**config.mk**
```make
export PLATFORM = sky130hd
export DESIGN_NAME = control_unit_fsm_flat
export DESIGN_NICKNAME = d
export VERILOG_FILES = /design/src/rtl/control_unit_fsm_if.sv /design/src/rtl/control_unit_fsm.sv /design/src/flat_wrapper.sv
export SDC_FILE = /design/constraint.sdc
export NUM_CORES = 1
export LEC_CHECK = 0
export CORE_MARGIN = 5
export CORE_UTILIZATION = 30
export DETAILED_ROUTE_END_ITERATION = 7
export HOLD_SLACK_MARGIN = 0.03
export MAX_ROUTING_LAYER = met4
export PLACE_DENSITY = 0.63
export RECOVER_POWER = 25
export SLEW_MARGIN = 20
export SYNTH_ARGS = -nofsm -noshare
export SYNTH_HDL_FRONTEND = slang
export SYNTH_SLANG_ARGS = --single-unit
```
**constraint.sdc**
```tcl
create_clock -name clk -period 5.5 [get_ports clk]
set_input_delay 1.1 -clock clk [delete_from_list [all_inputs] [get_ports clk]]
set_output_delay 1.1 -clock clk [all_outputs]
set_load 0.02 [all_outputs]
```
**src/rtl/control_unit_fsm_if.sv**
```systemverilog
// Control bundle between the multi-cycle control unit and the 64-bit RISC-V datapath.
// The control unit is the master and the datapath side is the slave.
interface control_unit_fsm_if #(
    parameter int unsigned CNT_WIDTH = 32
);
    logic                 run;
    logic [6:0]           opcode;
    logic [3:0]           alu_flags;
    logic                 d_mem_ready;
    logic                 d_mem_we;
    logic                 rf_we;
    logic [3:0]           alu_cmd;
    logic                 alu_src;
    logic                 pc_src;
    logic                 rf_src;
    logic                 pc_en;
    logic                 illegal_instr;
    logic [2:0]           state_dbg;
    logic [CNT_WIDTH-1:0] instret;

    modport master (
        input  run, opcode, alu_flags, d_mem_ready,
        output d_mem_we, rf_we, alu_cmd, alu_src, pc_src, rf_src, pc_en,
               illegal_instr, state_dbg, instret
    );

    modport slave (
        output run, opcode, alu_flags, d_mem_ready,
        input  d_mem_we, rf_we, alu_cmd, alu_src, pc_src, rf_src, pc_en,
               illegal_instr, state_dbg, instret
    );
endinterface

```
**src/rtl/control_unit_fsm.sv**
```systemverilog
// Multi-cycle FETCH/DECODE/EXECUTE/MEMORY/WRITEBACK sequencer for the RISC-V datapath.
// Drives per-state control strobes, counts retired instructions and traps on errors.
module control_unit_fsm #(
    parameter int unsigned CNT_WIDTH   = 32,
    parameter int unsigned MEM_TIMEOUT = 15
) (
    input  logic               clk,
    input  logic               rst_n,
    control_unit_fsm_if.master bus
);
    localparam int unsigned WAIT_W = $clog2(MEM_TIMEOUT + 1);

    localparam logic [6:0] OP_R  = 7'b0110011;
    localparam logic [6:0] OP_I  = 7'b0010011;
    localparam logic [6:0] OP_LD = 7'b0000011;
    localparam logic [6:0] OP_ST = 7'b0100011;
    localparam logic [6:0] OP_BR = 7'b1100011;

    typedef enum logic [2:0] {
        FETCH     = 3'd0,
        DECODE    = 3'd1,
        EXECUTE   = 3'd2,
        MEMORY    = 3'd3,
        WRITEBACK = 3'd4,
        ERROR     = 3'd7
    } state_t;

    state_t               state_q, state_d;
    logic [6:0]           op_q, op_d;
    logic [WAIT_W-1:0]    wait_q, wait_d;
    logic [CNT_WIDTH-1:0] instret_q;

    logic is_r, is_i, is_ld, is_st, is_br, legal_in;
    logic pc_en;

    logic unused_flags;
    assign unused_flags = ^bus.alu_flags;

    assign is_r     = (op_q == OP_R);
    assign is_i     = (op_q == OP_I);
    assign is_ld    = (op_q == OP_LD);
    assign is_st    = (op_q == OP_ST);
    assign is_br    = (op_q == OP_BR);
    assign legal_in = (bus.opcode == OP_R)  || (bus.opcode == OP_I) ||
                      (bus.opcode == OP_LD) || (bus.opcode == OP_ST) ||
                      (bus.opcode == OP_BR);

    always_ff @(posedge clk or negedge rst_n) begin
        if (!rst_n) begin
            state_q   <= FETCH;
            op_q      <= '0;
            wait_q    <= '0;
            instret_q <= '0;
        end else begin
            state_q <= state_d;
            op_q    <= op_d;
            wait_q  <= wait_d;
            if (pc_en) instret_q <= instret_q + 1'b1;
        end
    end

    always_comb begin
        state_d           = state_q;
        op_d              = op_q;
        wait_d            = wait_q;
        pc_en             = 1'b0;
        bus.d_mem_we      = 1'b0;
        bus.rf_we         = 1'b0;
        bus.alu_cmd       = '0;
        bus.alu_src       = 1'b0;
        bus.pc_src        = 1'b0;
        bus.rf_src        = 1'b0;
        bus.illegal_instr = 1'b0;

        // ALU controls depend only on op_q, so they stay fixed from EXECUTE to WRITEBACK.
        if (state_q == EXECUTE || state_q == MEMORY || state_q == WRITEBACK) begin
            bus.alu_cmd = (is_ld || is_st) ? 4'h0 : (is_br ? 4'h1 : 4'h2);
            bus.alu_src = is_i || is_ld || is_st;
        end

        case (state_q)
            FETCH: begin
                if (bus.run) state_d = DECODE;
            end
            DECODE: begin
                op_d    = bus.opcode;
                state_d = legal_in ? EXECUTE : ERROR;
            end
            EXECUTE: begin
                if (is_r || is_i) begin
                    state_d = WRITEBACK;
                end else if (is_ld || is_st) begin
                    state_d = MEMORY;
                    wait_d  = '0;
                end else if (is_br) begin
                    bus.pc_src = 1'b1;
                    pc_en      = 1'b1;
                    state_d    = FETCH;
                end else begin
                    state_d = ERROR;
                end
            end
            MEMORY: begin
                bus.d_mem_we = is_st;
                // A ready on the would-be timeout cycle completes the access instead of trapping.
                if (bus.d_mem_ready) begin
                    if (is_st) begin
                        pc_en   = 1'b1;
                        state_d = FETCH;
                    end else begin
                        state_d = WRITEBACK;
                    end
                end else if (wait_q == WAIT_W'(MEM_TIMEOUT - 1)) begin
                    state_d = ERROR;
                end else begin
                    wait_d = wait_q + 1'b1;
                end
            end
            WRITEBACK: begin
                bus.rf_we  = 1'b1;
                bus.rf_src = is_ld;
                pc_en      = 1'b1;
                state_d    = FETCH;
            end
            ERROR: begin
                bus.illegal_instr = 1'b1;
            end
            default: begin
                state_d = ERROR;
            end
        endcase
    end

    assign bus.pc_en     = pc_en;
    assign bus.state_dbg = state_q;
    assign bus.instret   = instret_q;
endmodule

```
**src/flat_wrapper.sv**
```systemverilog
// flat-port wrapper written by rule: the top's interface ports become plain ports
module control_unit_fsm_flat 
#(
    parameter int unsigned CNT_WIDTH   = 32,
    parameter int unsigned MEM_TIMEOUT = 15
)
  (clk, rst_n, bus_run, bus_opcode, bus_alu_flags, bus_d_mem_ready, bus_d_mem_we, bus_rf_we, bus_alu_cmd, bus_alu_src, bus_pc_src, bus_rf_src, bus_pc_en, bus_illegal_instr, bus_state_dbg, bus_instret);
  control_unit_fsm_if #(.CNT_WIDTH(CNT_WIDTH)) bus_i ();
  input  logic clk;
  input  logic rst_n;
  input wire logic [$bits(bus_i.run)-1:0] bus_run;
  input wire logic [$bits(bus_i.opcode)-1:0] bus_opcode;
  input wire logic [$bits(bus_i.alu_flags)-1:0] bus_alu_flags;
  input wire logic [$bits(bus_i.d_mem_ready)-1:0] bus_d_mem_ready;
  output wire logic [$bits(bus_i.d_mem_we)-1:0] bus_d_mem_we;
  output wire logic [$bits(bus_i.rf_we)-1:0] bus_rf_we;
  output wire logic [$bits(bus_i.alu_cmd)-1:0] bus_alu_cmd;
  output wire logic [$bits(bus_i.alu_src)-1:0] bus_alu_src;
  output wire logic [$bits(bus_i.pc_src)-1:0] bus_pc_src;
  output wire logic [$bits(bus_i.rf_src)-1:0] bus_rf_src;
  output wire logic [$bits(bus_i.pc_en)-1:0] bus_pc_en;
  output wire logic [$bits(bus_i.illegal_instr)-1:0] bus_illegal_instr;
  output wire logic [$bits(bus_i.state_dbg)-1:0] bus_state_dbg;
  output wire logic [$bits(bus_i.instret)-1:0] bus_instret;
  assign bus_i.run = bus_run;
  assign bus_i.opcode = bus_opcode;
  assign bus_i.alu_flags = bus_alu_flags;
  assign bus_i.d_mem_ready = bus_d_mem_ready;
  assign bus_d_mem_we = bus_i.d_mem_we;
  assign bus_rf_we = bus_i.rf_we;
  assign bus_alu_cmd = bus_i.alu_cmd;
  assign bus_alu_src = bus_i.alu_src;
  assign bus_pc_src = bus_i.pc_src;
  assign bus_rf_src = bus_i.rf_src;
  assign bus_pc_en = bus_i.pc_en;
  assign bus_illegal_instr = bus_i.illegal_instr;
  assign bus_state_dbg = bus_i.state_dbg;
  assign bus_instret = bus_i.instret;
  control_unit_fsm #(.CNT_WIDTH(CNT_WIDTH), .MEM_TIMEOUT(MEM_TIMEOUT)) u_core (.clk(clk), .rst_n(rst_n), .bus(bus_i));
endmodule
```
==> results.md <==
- Synthesis warning total: 0
- Share of cells above drive strength 1: 0.07914
- WHS: 0.4817 ns
- Area occupied by multi-input gates: roughly 1100 um2
- WL/cell: 14.48 um
- Maximum clock path buffer count: 2
- Layout area overhead: 28.87%
- Gate count of the mapped netlist: approximately 230
- Critical Path RT: 4.40 ns
- Worst-Margin Slew: ~2.5 ns
- Routed Antenna Nets: 0
- Rows: 32
- Synth Area per Inst: 10.50 um2
- DRC: 0
- Net Switching: 0.3497 mW
- Dpl ws: around 1.2 ns
- Share of power burned in registers: 0.482
- Post-CTS Hold Buffers: 0
- Cell-internal power: between 0.6 and 0.7 mW
- Die height: 98.74 um
- R2R setup slack: 3.27 ns
- Vias/cell: between 4 and 5
- Clock sink count: between 40 and 50
- PwrDens: 325.7 nW/um2
- Core Region: 7687 um2
- TNS Setup: 0 ns
- Largest net degree at the start of global routing: 47
- Fraction of registers with async set/reset: 1.000
- Worst-Skew Late Latency: 0.29 ns
- Number of CTS-inserted buffers: 5
- Vias: around 1900
- Final net count: 296
- Final hold viol count: 0
- Final GP Congestion: 0.8621
- First-pass GRT wire length: 9066 um
- Final setup margin: 1.239 ns
- Commonest non-fill, non-tap cell in the layout: clkdlybuf4s50_1
- FILL cells: 783
- Endpoint type of the worst setup path: output port
- RSZ-0062 raised after global routing: false
- Register area: 1151 um2
- Post-CTS setup buffer count: 0
- Antenna cells: 0
- Top cell type's share of synthesized area: 0.4873
- CTS tree: yes
- Die Area: between 9000 and 10000 um2
- Critical path fanouts, max: 19
- Fin crit period: 4.261 ns
- I/O Buffers: 54
- Switch share: 0.3527
- Yosys reg bits: 46
- DRT iter0 DRCs: 39
- Pre-antenna DRT Iters: 4
- Synth area leaders: dfrtp_1 49%, xor2_1 6.7%, xnor2_1 5.6%
- Arrival @ worst endpoint: 3.16 ns
- Final setup vio count: 0
- Ports: 61
- Die span in x: 98.74 um
- Max_cap viols: 1
- Total GRT Usage: 0.1176
- Fin crit share: 0.7748
- Initial antenna violation count: 0
- Starting Density: 0.3073
- Status: complete, but fails checks
- Vias in the first global route: 1881
- Post-synth EDFFs: 0
- Sequential fraction of the synthesis area: 0.4873
- Pins Over Slew Limit: 47
- Pleak: 1.141 nW
- Synth Flop Type: dfrtp_1
- CTS root buf: clkbuf_8
- DP HPWL: 3910 um
- Yosys top cell by area: dfrtp_1
- Peak VDD IR: 0.09582 mV
- H-Tree Depth: 2
- CP startpoint kind: input pin
- Routed WL: 5501 um
- Setup Crit Path Kind: in -> out
- # resized after CTS: 0
- Synth cell types: 39
- Most frequent cells in the layout: 53 x clkdlybuf4s50_1, 46 x dfrtp_1, 23 x nand2_1
- Clk_skew: approximately 0.0055 ns
- Grt ovf: 0
- Worst-path clk slew: 0.08 ns
- Relative slew margins: -0.6492
- Mapped cell area: approximately 2400 um2
- Fmax: between 200 and 250 MHz
- Clock share of power: 0.197
- Violated checks: max-capacitance violations, max-slew violations
- Worst Hold Class: reg -> reg
- Comb pwr share: 0.322
-- routing by layer --
metal	global-route usage	part of all wire
met1	0.1496	0.46
met2	0.1752	0.46
met3	0.04317	0.071
met4	0.03571	0.010
met5	-	0
-- path summary, 6_finish.rpt --
check / start / to / cells after the start
worst max-delay path: bus_d_mem_ready / bus_pc_en / 6
worst min-delay path: u_core.bus.instret[31]$_DFFE_PN0P_ / u_core.bus.instret[31]$_DFFE_PN0P_ / 1
worst max register to register: u_core.op_q[2]$_DFFE_PN0P_ / u_core.bus.instret[21]$_DFFE_PN0P_ / 7
worst min register to register: u_core.bus.instret[31]$_DFFE_PN0P_ / u_core.bus.instret[31]$_DFFE_PN0P_ / 1
max in group asynchronous: rst_n / u_core.bus.instret[5]$_DFFE_PN0P_ / 1
min in group asynchronous: rst_n / u_core.bus.state_dbg[2]$_DFFE_PN0P_ / 1
-- kinds of logic after synthesis --
logic type | synth area share
xor+xnor | 0.1224
other cells | 0.001587
flops | 0.4873
buf+inv | 0.03654
fa+ha+maj | 0.01589
mux | 0.03337
simple gates | 0.2580
compound gates | 0.04502
-- sequential cells by signal, indices dropped and copies added (netlist names) --
signal	cells
u_core.bus.state_dbg	3
u_core.op_q	7
u_core.wait_q	4
u_core.bus.instret	32
-- power by group through the flow --
| stage | clock, mW | sequential [mW] | combinational (mW) |
|---|---|---|---|
| 2_1_floorplan | 0 | 0.472 | 0.216 |
| 3_3_place_gp | 0 | 0.482 | 0.315 |
| 3_5_place_dp | 0 | 0.484 | 0.322 |
| 4_1_cts | 0.205 | 0.477 | 0.323 |
| 5_1_grt | 0.217 | 0.490 | 0.349 |
| 6_report | 0.195 | 0.478 | 0.319 |
-- cell usage after synthesis (3+ instances only) --
master / instances
nand2_1: 23
inv_1: 4
nor2_1: 15
ha_1: 3
buf_6: 3
nor3_2: 3
xor2_1: 18
nand4_1: 16
xnor2_1: 15
nor3b_1: 3
a21oi_1: 4
and4bb_2: 3
and3_1: 8
mux2_2: 7
dfrtp_1: 46
o21ai_0: 3
clkbuf_1: 5
nor3_1: 11
nor4_1: 7
nor2b_1: 3
-- worst max-delay path, stage by stage --
cell	delay [ns]
clkdlybuf4s50_1	0.53
nand2_1	0.08
o31a_1	0.30
buf_4	0.21
inv_2	0.26
clkdlybuf4s50_1	0.67
-- metrics by stage --
stage                     utilization  total power, mW  std cells  area, um2
after global placement         0.3862           0.7966        373       2969
after detailed placement       0.3862           0.8058        373       2969
after floorplan                     -           0.6880        226       2366
final                          0.3960           0.9915        380       3044
after global routing           0.3960            1.056        380       3044
after CTS                      0.3962            1.004        380       3045
-- final cells by class --
type                            instances  share of cell area
Clock buffer                            7             0.02507
Multi-Input combinational cell        165              0.3707
Tap cell                              102             0.04192
Inverter                                5            0.006165
Timing Repair Buffer                   55              0.1780
Sequential cell                        46              0.3781
Power figures use the tool's default switching activity.
